**config.mk**
```make
export PLATFORM = sky130hd
export DESIGN_NAME = bf_ifetch_flat
export DESIGN_NICKNAME = d
export VERILOG_FILES = /design/src/rtl/bf_ifetch_pkg.sv /design/src/rtl/bf_ifetch_if.sv /design/src/rtl/bf_loop_stack.sv /design/src/rtl/bf_ifetch.sv /design/src/flat_wrapper.sv
export SDC_FILE = /design/constraint.sdc
export NUM_CORES = 1
export LEC_CHECK = 0
export BUFFER_PORTS_ARGS = -buffer_cell sky130_fd_sc_hd__buf_2
export CAP_MARGIN = 20
export CORE_ASPECT_RATIO = 1.4
export CORE_MARGIN = 2
export CORE_UTILIZATION = 35
export CTS_CLUSTER_DIAMETER = 30
export DETAILED_ROUTE_END_ITERATION = 6
export PLACE_DENSITY = 0.57
export SLEW_MARGIN = 40
export SYNTH_ARGS = -nofsm -noshare
export SYNTH_HDL_FRONTEND = slang
export SYNTH_HIERARCHICAL = 1
export SYNTH_SLANG_ARGS = --single-unit
```
**constraint.sdc**
```tcl
create_clock -name clk -period 3.54 [get_ports clk]
set_input_delay 0.177 -clock clk [delete_from_list [all_inputs] [get_ports clk]]
set_output_delay 0.177 -clock clk [all_outputs]
set_load 0.005 [all_outputs]
```
**src/rtl/bf_ifetch_pkg.sv**
```systemverilog
// Shared definitions for the instruction fetch stage: opcode bytes, fetch
// state encodings and the op-byte classifier used by the comment filter.
package bf_ifetch_pkg;

  localparam logic [7:0] OP_INC   = 8'h2B;
  localparam logic [7:0] OP_DEC   = 8'h2D;
  localparam logic [7:0] OP_LEFT  = 8'h3C;
  localparam logic [7:0] OP_RIGHT = 8'h3E;
  localparam logic [7:0] OP_OUT   = 8'h2E;
  localparam logic [7:0] OP_IN    = 8'h2C;
  localparam logic [7:0] OP_LOOP  = 8'h5B;
  localparam logic [7:0] OP_END   = 8'h5D;
  localparam logic [7:0] OP_HALT  = 8'h00;

  localparam logic [2:0] ST_FETCH  = 3'd0;
  localparam logic [2:0] ST_DECODE = 3'd1;
  localparam logic [2:0] ST_COND   = 3'd2;
  localparam logic [2:0] ST_SKIP   = 3'd3;
  localparam logic [2:0] ST_HALT   = 3'd4;
  localparam logic [2:0] ST_ERR    = 3'd5;

  // True for the six ops that travel to the decoder (brackets/0x00 excluded).
  function automatic logic is_op(input logic [7:0] b);
    return (b == OP_INC) || (b == OP_DEC) || (b == OP_LEFT) ||
           (b == OP_RIGHT) || (b == OP_OUT) || (b == OP_IN);
  endfunction

endpackage

```
**src/rtl/bf_ifetch_if.sv**
```systemverilog
// IROM, decoder and datapath-condition signals of the fetch stage.
// master = fetch stage, slave = surrounding IROM/decoder/datapath.
interface bf_ifetch_if #(
  parameter int A_WIDTH = 12,
  parameter int D_WIDTH = 8
);
  logic               irom_ce;
  logic [A_WIDTH-1:0] irom_a;
  logic [D_WIDTH-1:0] irom_q;
  logic               insn_valid;
  logic [D_WIDTH-1:0] insn;
  logic               insn_ready;
  logic               cond_valid;
  logic               cond_zero;
  logic               halted;
  logic               error;

  modport master (
    output irom_ce, irom_a, insn_valid, insn, halted, error,
    input  irom_q, insn_ready, cond_valid, cond_zero
  );

  modport slave (
    input  irom_ce, irom_a, insn_valid, insn, halted, error,
    output irom_q, insn_ready, cond_valid, cond_zero
  );
endinterface

```
**src/rtl/bf_loop_stack.sv**
```systemverilog
// Return-address LIFO for loop starts: 1<<STACK_AW entries of A_WIDTH bits.
// Sync reset clears only the pointer; entries above sp are don't-care.
module bf_loop_stack #(
  parameter int A_WIDTH  = 12,
  parameter int STACK_AW = 4
) (
  input  logic               clk,
  input  logic               rst,
  input  logic               push,
  input  logic               pop,
  input  logic [A_WIDTH-1:0] din,
  output logic [A_WIDTH-1:0] top,
  output logic               full,
  output logic               empty
);
  localparam int DEPTH = 1 << STACK_AW;

  logic [A_WIDTH-1:0]  mem [DEPTH];
  logic [STACK_AW:0]   sp;
  logic [STACK_AW-1:0] top_idx;
  logic [STACK_AW:0]   sp_dec;

  assign sp_dec  = sp - 1'b1;
  assign top_idx = sp_dec[STACK_AW-1:0];
  // sp never exceeds DEPTH, so the extra MSB alone marks a full stack
  assign full    = sp[STACK_AW];
  assign empty   = (sp == '0);
  assign top     = mem[top_idx];

  always_ff @(posedge clk) begin
    if (rst)                 sp <= '0;
    else if (push && !full)  sp <= sp + 1'b1;
    else if (pop && !empty)  sp <= sp_dec;
  end

  always_ff @(posedge clk) begin
    if (push && !full) mem[sp[STACK_AW-1:0]] <= din;
  end
endmodule

```
**src/rtl/bf_ifetch.sv**
```systemverilog
// Instruction fetch / loop control: streams ops to the decoder and resolves
// brackets locally. Build option BF_IFETCH_COMMENT_FILTER_EN drops non-op bytes.
module bf_ifetch
  import bf_ifetch_pkg::*;
#(
  parameter int A_WIDTH  = 12,
  parameter int D_WIDTH  = 8,
  parameter int STACK_AW = 4
) (
  input logic          clk,
  input logic          rst,
  bf_ifetch_if.master  bus
);
  logic [2:0]         state, state_n;
  logic [A_WIDTH-1:0] pc, pc_n, pc_inc;
  logic [A_WIDTH-1:0] depth, depth_n;
  logic [A_WIDTH-1:0] a, stk_top;
  logic               ce, vld, push, pop, stk_full, stk_empty;
  logic [7:0]         op;

  assign op     = bus.irom_q[7:0];
  assign pc_inc = pc + 1'b1;

  bf_loop_stack #(.A_WIDTH(A_WIDTH), .STACK_AW(STACK_AW)) u_stack (
    .clk   (clk),
    .rst   (rst),
    .push  (push),
    .pop   (pop),
    .din   (pc_inc),
    .top   (stk_top),
    .full  (stk_full),
    .empty (stk_empty)
  );

  always_comb begin
    state_n = state;
    pc_n    = pc;
    depth_n = depth;
    ce      = 1'b0;
    a       = pc;
    vld     = 1'b0;
    push    = 1'b0;
    pop     = 1'b0;
    unique case (state)
      ST_FETCH: begin
        ce      = 1'b1;
        state_n = ST_DECODE;
      end
      ST_DECODE: begin
        // address stays at pc+1 so it is stable across decoder back-pressure
        a = pc_inc;
        if (op == OP_HALT) state_n = ST_HALT;
        else if (op == OP_LOOP || op == OP_END) state_n = ST_COND;
`ifdef BF_IFETCH_COMMENT_FILTER_EN
        else if (!is_op(op)) begin
          ce   = 1'b1;
          pc_n = pc_inc;
        end
`endif
        else begin
          vld = 1'b1;
          if (bus.insn_ready) begin
            ce   = 1'b1;
            pc_n = pc_inc;
          end
        end
      end
      ST_COND: begin
        if (bus.cond_valid) begin
          if (op == OP_LOOP) begin
            if (!bus.cond_zero && stk_full) state_n = ST_ERR;
            else begin
              ce   = 1'b1;
              a    = pc_inc;
              pc_n = pc_inc;
              if (bus.cond_zero) begin
                depth_n = '0;
                state_n = ST_SKIP;
              end else begin
                push    = 1'b1;
                state_n = ST_DECODE;
              end
            end
          end else if (stk_empty) state_n = ST_ERR;
          else if (!bus.cond_zero) begin
            // loop again from the byte after the matching '[' (entry kept)
            ce      = 1'b1;
            a       = stk_top;
            pc_n    = stk_top;
            state_n = ST_DECODE;
          end else begin
            pop     = 1'b1;
            ce      = 1'b1;
            a       = pc_inc;
            pc_n    = pc_inc;
            state_n = ST_DECODE;
          end
        end
      end
      ST_SKIP: begin
        if (op == OP_HALT) state_n = ST_ERR;
        else begin
          ce   = 1'b1;
          a    = pc_inc;
          pc_n = pc_inc;
          if (op == OP_LOOP) depth_n = depth + 1'b1;
          else if (op == OP_END) begin
            if (depth == '0) state_n = ST_DECODE;
            else             depth_n = depth - 1'b1;
          end
        end
      end
      default: ;
    endcase
  end

  always_ff @(posedge clk) begin
    if (rst) begin
      state <= ST_FETCH;
      pc    <= '0;
      depth <= '0;
    end else begin
      state <= state_n;
      pc    <= pc_n;
      depth <= depth_n;
    end
  end

  assign bus.irom_ce    = ce & ~rst;
  assign bus.irom_a     = rst ? '0 : a;
  assign bus.insn_valid = vld & ~rst;
  assign bus.insn       = rst ? '0 : bus.irom_q;
  assign bus.halted     = ((state == ST_HALT) || (state == ST_ERR)) & ~rst;
  assign bus.error      = (state == ST_ERR) & ~rst;
endmodule

```
**src/flat_wrapper.sv**
```systemverilog
// flat-port wrapper written by rule: the top's interface ports become plain ports
module bf_ifetch_flat import bf_ifetch_pkg::*;
#(
  parameter int A_WIDTH  = 12,
  parameter int D_WIDTH  = 8,
  parameter int STACK_AW = 4
)
  (clk, rst, bus_irom_ce, bus_irom_a, bus_insn_valid, bus_insn, bus_halted, bus_error, bus_irom_q, bus_insn_ready, bus_cond_valid, bus_cond_zero);
  bf_ifetch_if #(.A_WIDTH(A_WIDTH), .D_WIDTH(D_WIDTH)) bus_i ();
  input logic clk;
  input logic rst;
  output wire logic [$bits(bus_i.irom_ce)-1:0] bus_irom_ce;
  output wire logic [$bits(bus_i.irom_a)-1:0] bus_irom_a;
  output wire logic [$bits(bus_i.insn_valid)-1:0] bus_insn_valid;
  output wire logic [$bits(bus_i.insn)-1:0] bus_insn;
  output wire logic [$bits(bus_i.halted)-1:0] bus_halted;
  output wire logic [$bits(bus_i.error)-1:0] bus_error;
  input wire logic [$bits(bus_i.irom_q)-1:0] bus_irom_q;
  input wire logic [$bits(bus_i.insn_ready)-1:0] bus_insn_ready;
  input wire logic [$bits(bus_i.cond_valid)-1:0] bus_cond_valid;
  input wire logic [$bits(bus_i.cond_zero)-1:0] bus_cond_zero;
  assign bus_irom_ce = bus_i.irom_ce;
  assign bus_irom_a = bus_i.irom_a;
  assign bus_insn_valid = bus_i.insn_valid;
  assign bus_insn = bus_i.insn;
  assign bus_halted = bus_i.halted;
  assign bus_error = bus_i.error;
  assign bus_i.irom_q = bus_irom_q;
  assign bus_i.insn_ready = bus_insn_ready;
  assign bus_i.cond_valid = bus_cond_valid;
  assign bus_i.cond_zero = bus_cond_zero;
  bf_ifetch #(.A_WIDTH(A_WIDTH), .D_WIDTH(D_WIDTH), .STACK_AW(STACK_AW)) u_core (.clk(clk), .rst(rst), .bus(bus_i));
endmodule
```
**After elaboration in Yosys (flattened, before gate mapping)**

Memories as Yosys holds them, arrays and structs flattened.
Cells that the tools add are included.

- Memories kept: 1
- Memory bits (writable): 192
- Register bits after elaboration: 32
- Output and inout bits: 24
- Logic and storage cells: 115
- Input port bits: 13

- Multiplexer cells: 60
- Bitwise gates (word level): 5
- Reductions and logical operators: 19
- Equal/unequal tests: 21
- Add/sub/neg operators: 5

Memory list:

| name | words | width | rd ports | clocked after memory_dff | write ports | RTL line | text |
|---|---|---|---|---|---|---|---|
| u_core.u_stack.mem | 16 | 12 | 1 | 0 | 1 | bf_loop_stack.sv:18 | `logic [A_WIDTH-1:0] mem [DEPTH];` |

Operators with widths:

| kind | count |
|---|---|
| $mux W12 | 18 |
| $pmux W12 S3 | 2 |
| $mux W3 | 10 |
| $add A12 B1 Y12 const B | 2 |
| $pmux W12 S2 | 1 |
| $mux W1 | 23 |
| $eq A8 B7 Y1 const B | 2 |
| $ne A2 B2 Y1 const B | 7 |
| $logic_not A12 Y1 | 1 |
| $ne A3 B1 Y1 const B | 4 |
| $pmux W3 S4 | 1 |
| $sub A12 B1 Y12 const B | 1 |
| $mux W5 | 2 |
| $logic_not A8 Y1 | 1 |
| $mux W8 | 1 |
| $reduce_and A8 Y1 | 1 |
| $eq A3 B2 Y1 const B | 2 |
| $eq A3 B3 Y1 const B | 2 |
| $ne A3 B2 Y1 const B | 2 |
| $reduce_and A6 Y1 | 1 |
| $add A5 B1 Y5 const B | 1 |
| $logic_not A5 Y1 | 1 |
| $sub A5 B1 Y5 const B | 1 |
| $and A1 B1 Y1 | 4 |
| other kinds (13) | 19 |

**Depth between registers and ports, before layout**

- Word-level depth: 9
- Mapped depth: 14
- Mapped depth without buffers: 11

**Cells and area by module**

Netlist, hierarchy kept.

By module, submodules not included:

| module | cells each | instances | sequential area each (um2) | area an instance (um2) |
|---|---|---|---|---|
| bf_loop_stack | 467 | 1 | 5,865.6 | 7,886.3 |
| bf_ifetch | 422 | 1 | 540.5 | 2,967.8 |

**Least setup slack after synthesis**

Ideal clock, no wire load.

- Path kind: input -> register
- Start: input port bus_irom_q[2]
- End: memory u_core.u_stack.mem[0][0], enable pin
- Setup slack: 142 ps
- Arrival time: 3,002 ps
- Library setup time: 396 ps
- Required time: 3,144 ps
- Stages: 8
- Buffers on the path: 1
- Path through: or4b_1 buf_2 nor2_1 inv_2 nor4_1 nor2b_1 nand2_1 nor3_1

- Longest elaborated chain between the ends: 7

RTL lines:

| item | RTL line | text |
|---|---|---|
| start: declaration | flat_wrapper.sv:18 | `input wire logic [$bits(bus_i.irom_q)-1:0] bus_irom_q;` |
| $eq A8 B7 Y1 | bf_ifetch.sv:70 | `if (op == OP_LOOP) begin` |
| $mux W1 | bf_ifetch.sv:70 |  |
| $mux W1 | bf_ifetch.sv:69 | `if (bus.cond_valid) begin` |
| $mux W1 | bf_ifetch.sv:44 | `unique case (state)` |
| net u_core.push | bf_ifetch.sv:18 | `logic ce, vld, push, pop, stk_full, stk_empty;` |
| $logic_and A1 B1 Y1 | bf_loop_stack.sv:37 | `if (push && !full) mem[sp[STACK_AW-1:0]] <= din;` |
| $mux W1 | bf_loop_stack.sv:37 |  |
| $mux W1 (not written as such) | bf_loop_stack.sv:37 |  |
| end: declaration | bf_loop_stack.sv:18 |  |

The timed path passes the listed nets, and every way through them passes these cells.

**Final worst setup path**

- Start: register u_core.u_stack.sp[0]
- End: output port bus_irom_a[5]

- Longest elaborated chain between the ends: 8
- Elaborated cells on any way between the ends: 9
- Those cells by class: add/sub (1); mux (6); reduce/logical (1); memory (1)

RTL lines:

| item | RTL line | text |
|---|---|---|
| start: declaration | bf_loop_stack.sv:19 | `logic [STACK_AW:0] sp;` |
| start signal: assignment | bf_loop_stack.sv:32 | `else if (push && !full) sp <= sp + 1'b1;` |
| start signal: assignment | bf_loop_stack.sv:33 | `else if (pop && !empty) sp <= sp_dec;` |
| $sub A5 B1 Y5 | bf_loop_stack.sv:23 | `assign sp_dec = sp - 1'b1;` |
| $mem_v2 Z16 W12 | n/a |  |
| net u_core.stk_top[5] | bf_ifetch.sv:17 | `logic [A_WIDTH-1:0] a, stk_top;` |
| $mux W12 | bf_ifetch.sv:85 | `else if (!bus.cond_zero) begin` |
| $mux W12 | bf_ifetch.sv:84 | `end else if (stk_empty) state_n = ST_ERR;` |
| $mux W12 | bf_ifetch.sv:70 |  |
| $mux W12 | bf_ifetch.sv:69 |  |
| $pmux W12 S3 | bf_ifetch.sv:44 |  |
| $mux W12 | bf_ifetch.sv:130 | `assign bus.irom_a = rst ? '0 : a;` |
| end: declaration | flat_wrapper.sv:13 | `output wire logic [$bits(bus_i.irom_a)-1:0] bus_irom_a;` |

The timed path passes the listed nets, and every way through them passes these cells.

==> run summary <==
- status: completed
- total length of routed wires: 30,200 um
- placer's final routability congestion estimate: 0.873
- Starting Density: 0.354
- total via count after detailed routing: 7,864
- layout overhead on the synthesized area: 24.1%
- net switching fraction of the power: 0.247
- number of instances in the synthesized netlist: 889
- final critical delay including setup and external delays: 3.43 ns
- TritonCTS clock tree: yes
- routed length on met2: 15,900 um
- boundary pin count: 37
- number of instances on the worst hold path: 5
- startpoint of the most critical hold path: bus_insn_ready
- setup slack of the critical path after layout: 0.106 ns
- register bit count reported by yosys: 224
- total power consumption of the routed design: 7610 uW
- DRT met1 WL: 12,100 um
- placed wire-length estimate: 19,500 um
- share of total power in the clock network: 0.508
- critical path start-end classification: reg2out
- Final Hold Vio Count: 0
- slew at the pin closest to its max-slew limit: 0.849 ns
- Syn. warnings: 6
- core region area: 30,600 um^2
- violation count after the first detailed-routing iteration: 616
- Layout Nets: 1,017
- Peak VDD IR: 0.000540 V
- Post-Synthesis Mean Instance Area: 12.2 um^2
- maxcap violations: 0
- register-to-register setup slack: 0.73 ns
- proportion of power drawn by combinational gates: 0.100
- remaining routing DRC violations: 0
- global-route wire length before repair: 45,900 um
- htree depth: 2
- number of port buffers: 36
- antenna diode count: 0
- top cells by instance count after synthesis: 192 x edfxtp_1, 121 x nand2_1, 46 x a21oi_1, 46 x nor2_1, 44 x nand3_1
- Sum Neg Setup Slack: 0 ns
- number of clock buffers inserted by TritonCTS: 38
- die boundary width: 153 um
- DR top layer: met4
- reg2reg end: u_core/u_stack/mem[0][11]$_DFFE_PP_
- largest net degree at the start of global routing: 46
- Worst-Skew Late Latency: 0.53 ns
- Post-Route Skew: 0.0185 ns
- fraction of synthesis flops using an asynchronous set or reset pin: 0
- met3 layer wire length in the routed design: 1220 um
- top fanout value on the critical path: 16
- clk buf depth: 3
- first-pass detailed-route iteration total: 5
- cell leakage power: 0.00510 uW
- Total Routing Usage GR: 0.185
- worst reg2reg startpoint: u_core/state[1]$_SDFFE_PP0P_
- number of library cell types mapped by synthesis: 71
- cell chosen for the clock root: clkbuf_16
- top flip-flop cell by instance count after synthesis: edfxtp_1
- Synth area leaders: edfxtp_1 53%, dfxtp_1 5.9%, mux4_2 5.0%
- Crit. End Element: output port
- pre-CTS setup slack: 0.171 ns
- switching power: 1880 uW
- required time of the critical path: 3.36 ns
- number of rows created at floorplan: 76
- PwrDens: 565 nW/um^2
- count leader, synth: edfxtp_1
- core utilization of the finished layout: 0.440
- via-per-instance ratio: 5.59
- Slew Viols, Final: 0
- overall die height: 212 um
- Hold Path End: u_core/pc[2]$_SDFFE_PP0P_
- average wire per standard cell: 21.5 um
- logic depth of the worst register-to-register path: 9
- total global routing overflow: 0
- share of power burned in registers: 0.392
- Post-synth EDFFs: 192
- internal cell power: 5730 uW
- clock transition at the register clock pins on the worst setup and hold paths after CTS: 0.05 ns
- initial antenna violation count: 0
- total number of clock tree sinks: 224
- Max Clk Rate: 0.291 GHz
- data arrival time at the worst-slack endpoint: 3.26 ns
- placed cells: 1,326
- Final Cycle Share: 0.970
- crit start category: flip-flop
- via count of the first global-routing pass: 7,872
- worst slew slack as a fraction of its limit: 0.433
- hold crit path type: in2reg
- die outline area: 32,500 um^2
- share of layout cells above drive strength 1: 0.237
- synthesized netlist net count: 917
- share of the yosys chip area belonging to registers: 0.590
- area share of the largest cell type after synthesis: 0.531
- final non-filler cell total: 1,408
- residual antenna-violating net count after detailed routing: 0
- cell area after synthesis: 10,900 um^2
- Final setup viols: 0
- library cell occupying the most area in the post-synthesis netlist: edfxtp_1
metrics by stage:
stage | hold WS, ns | cell area (um^2)
floorplan | 0.246 | 10900
global placement | 0.492 | 11900
detailed placement | 0.493 | 11900
CTS | 0.166 | 13400
global route | 0.255 | 13500
finish | 0.183 | 13500
worst max-delay path, cell delays in order, from the launching register on:
cell and delay, ns:
dfxtp_2 0.35, inv_2 0.07, ha_4 0.19, xor2_4 0.16
buf_12 0.15, buf_4 0.14, bufbuf_16 0.28, nand2_1 0.06
nand2_1 0.13, a32o_1 0.28, o221a_2 0.25, a222oi_1 0.30
buf_4 0.19, a21oi_1 0.06, buf_2 0.13
how the worst max path moves through the flow:
stage | slack, ns | depth (start not counted) | startpoint | endpoint
2_1_floorplan | 0.14 | 8 | bus_irom_q[2] | u_core/u_stack/mem[0][0]$_DFFE_PP_
3_3_place_gp | 0.27 | 10 | u_core/u_stack/sp[0]$_SDFFE_PP0P_ | bus_irom_a[2]
3_5_place_dp | 0.17 | 11 | bus_irom_q[2] | u_core/depth[11]$_SDFFE_PP0P_
4_1_cts | 0.0007 | 12 | u_core/u_stack/sp[0]$_SDFFE_PP0P_ | bus_irom_a[2]
5_1_grt | -0.01 | 13 | u_core/u_stack/sp[0]$_SDFFE_PP0P_ | bus_irom_a[11]
6_report | 0.11 | 14 | u_core/u_stack/sp[0]$_SDFFE_PP0P_ | bus_irom_a[5]
cells in the final DEF, fill, tap and decap left out, types with 6 or more instances in the layout:
cell type / n
xor2_1: 6
mux4_2: 24
a32o_1: 12
bufinv_16: 7
mux2i_1: 26
nand3_1: 44
clkbuf_16: 40
ha_1: 14
and3_1: 7
nand2b_1: 16
nor4_1: 11
buf_2: 36
or3_1: 7
a31oi_1: 14
a21oi_1: 46
nor3_1: 9
buf_4: 66
dfxtp_1: 30
a22oi_1: 9
inv_1: 9
xnor2_1: 14
edfxtp_1: 192
a221oi_2: 11
and2_1: 7
nor2_1: 45
o21ai_0: 33
a21o_1: 7
buf_12: 7
nor2b_1: 15
nor3_2: 6
nand2_1: 121
per-layer routing:
layer | up-vias | global-route usage
met4 | 0 | 0.0843
met5 | - | 0
met3 | 60 | 0.0253
met1 | 3891 | 0.219
li1 | 3663 | -
met2 | 250 | 0.334
cells by family (layout without fill, tap and decap cells):
family	count (synthesis)	count (layout)	synth area share
and+or+nand+nor	316	316	0.141
DFF	224	224	0.590
AOI/OAI and AO/OA	197	197	0.131
buffers and inverters	64	193	0.0265
muxes	50	50	0.0738
xor gates and xnor gates	23	23	0.0203
adders and majority gates	15	15	0.0173
power by group through the flow:
stage / clock network (uW) / registers [uW] / logic (uW)
floorplan: 0 / 2990 / 464
global placement: 0 / 3030 / 740
CTS: 3930 / 2980 / 753
finish: 3860 / 2980 / 762
global route: 4040 / 2990 / 837
detailed placement: 0 / 3030 / 747
area by class of cell:
cell class,instances,area [um^2]
fillers,2829,17100
flip-flops and latches,224,6410
multi-input cells,601,4280
clock buffers,43,991
repair buffers,112,906
well taps,390,488
clock inverters,26,359
inverters,12,45.0
what timing repair did:
| action | in CTS | in global routing |
|---|---|---|
| hold buffers | 0 | 0 |
| gates cloned | 2 | 1 |
| pin swaps | 4 | 6 |
| buffers inserted | 6 | 4 |
| hold endpoints to repair | 0 | 0 |
| endpoints found under the setup margin | 12 | 11 |
| resized for setup | 14 | 10 |
state kept, by name, summed over array words and instances, names as in the netlist:
signal,cells
u_core/pc,12
u_core/u_stack/mem,192
u_core/depth,12
u_core/u_stack/sp,5
u_core/state,3
Power figures use the tool's default switching activity.
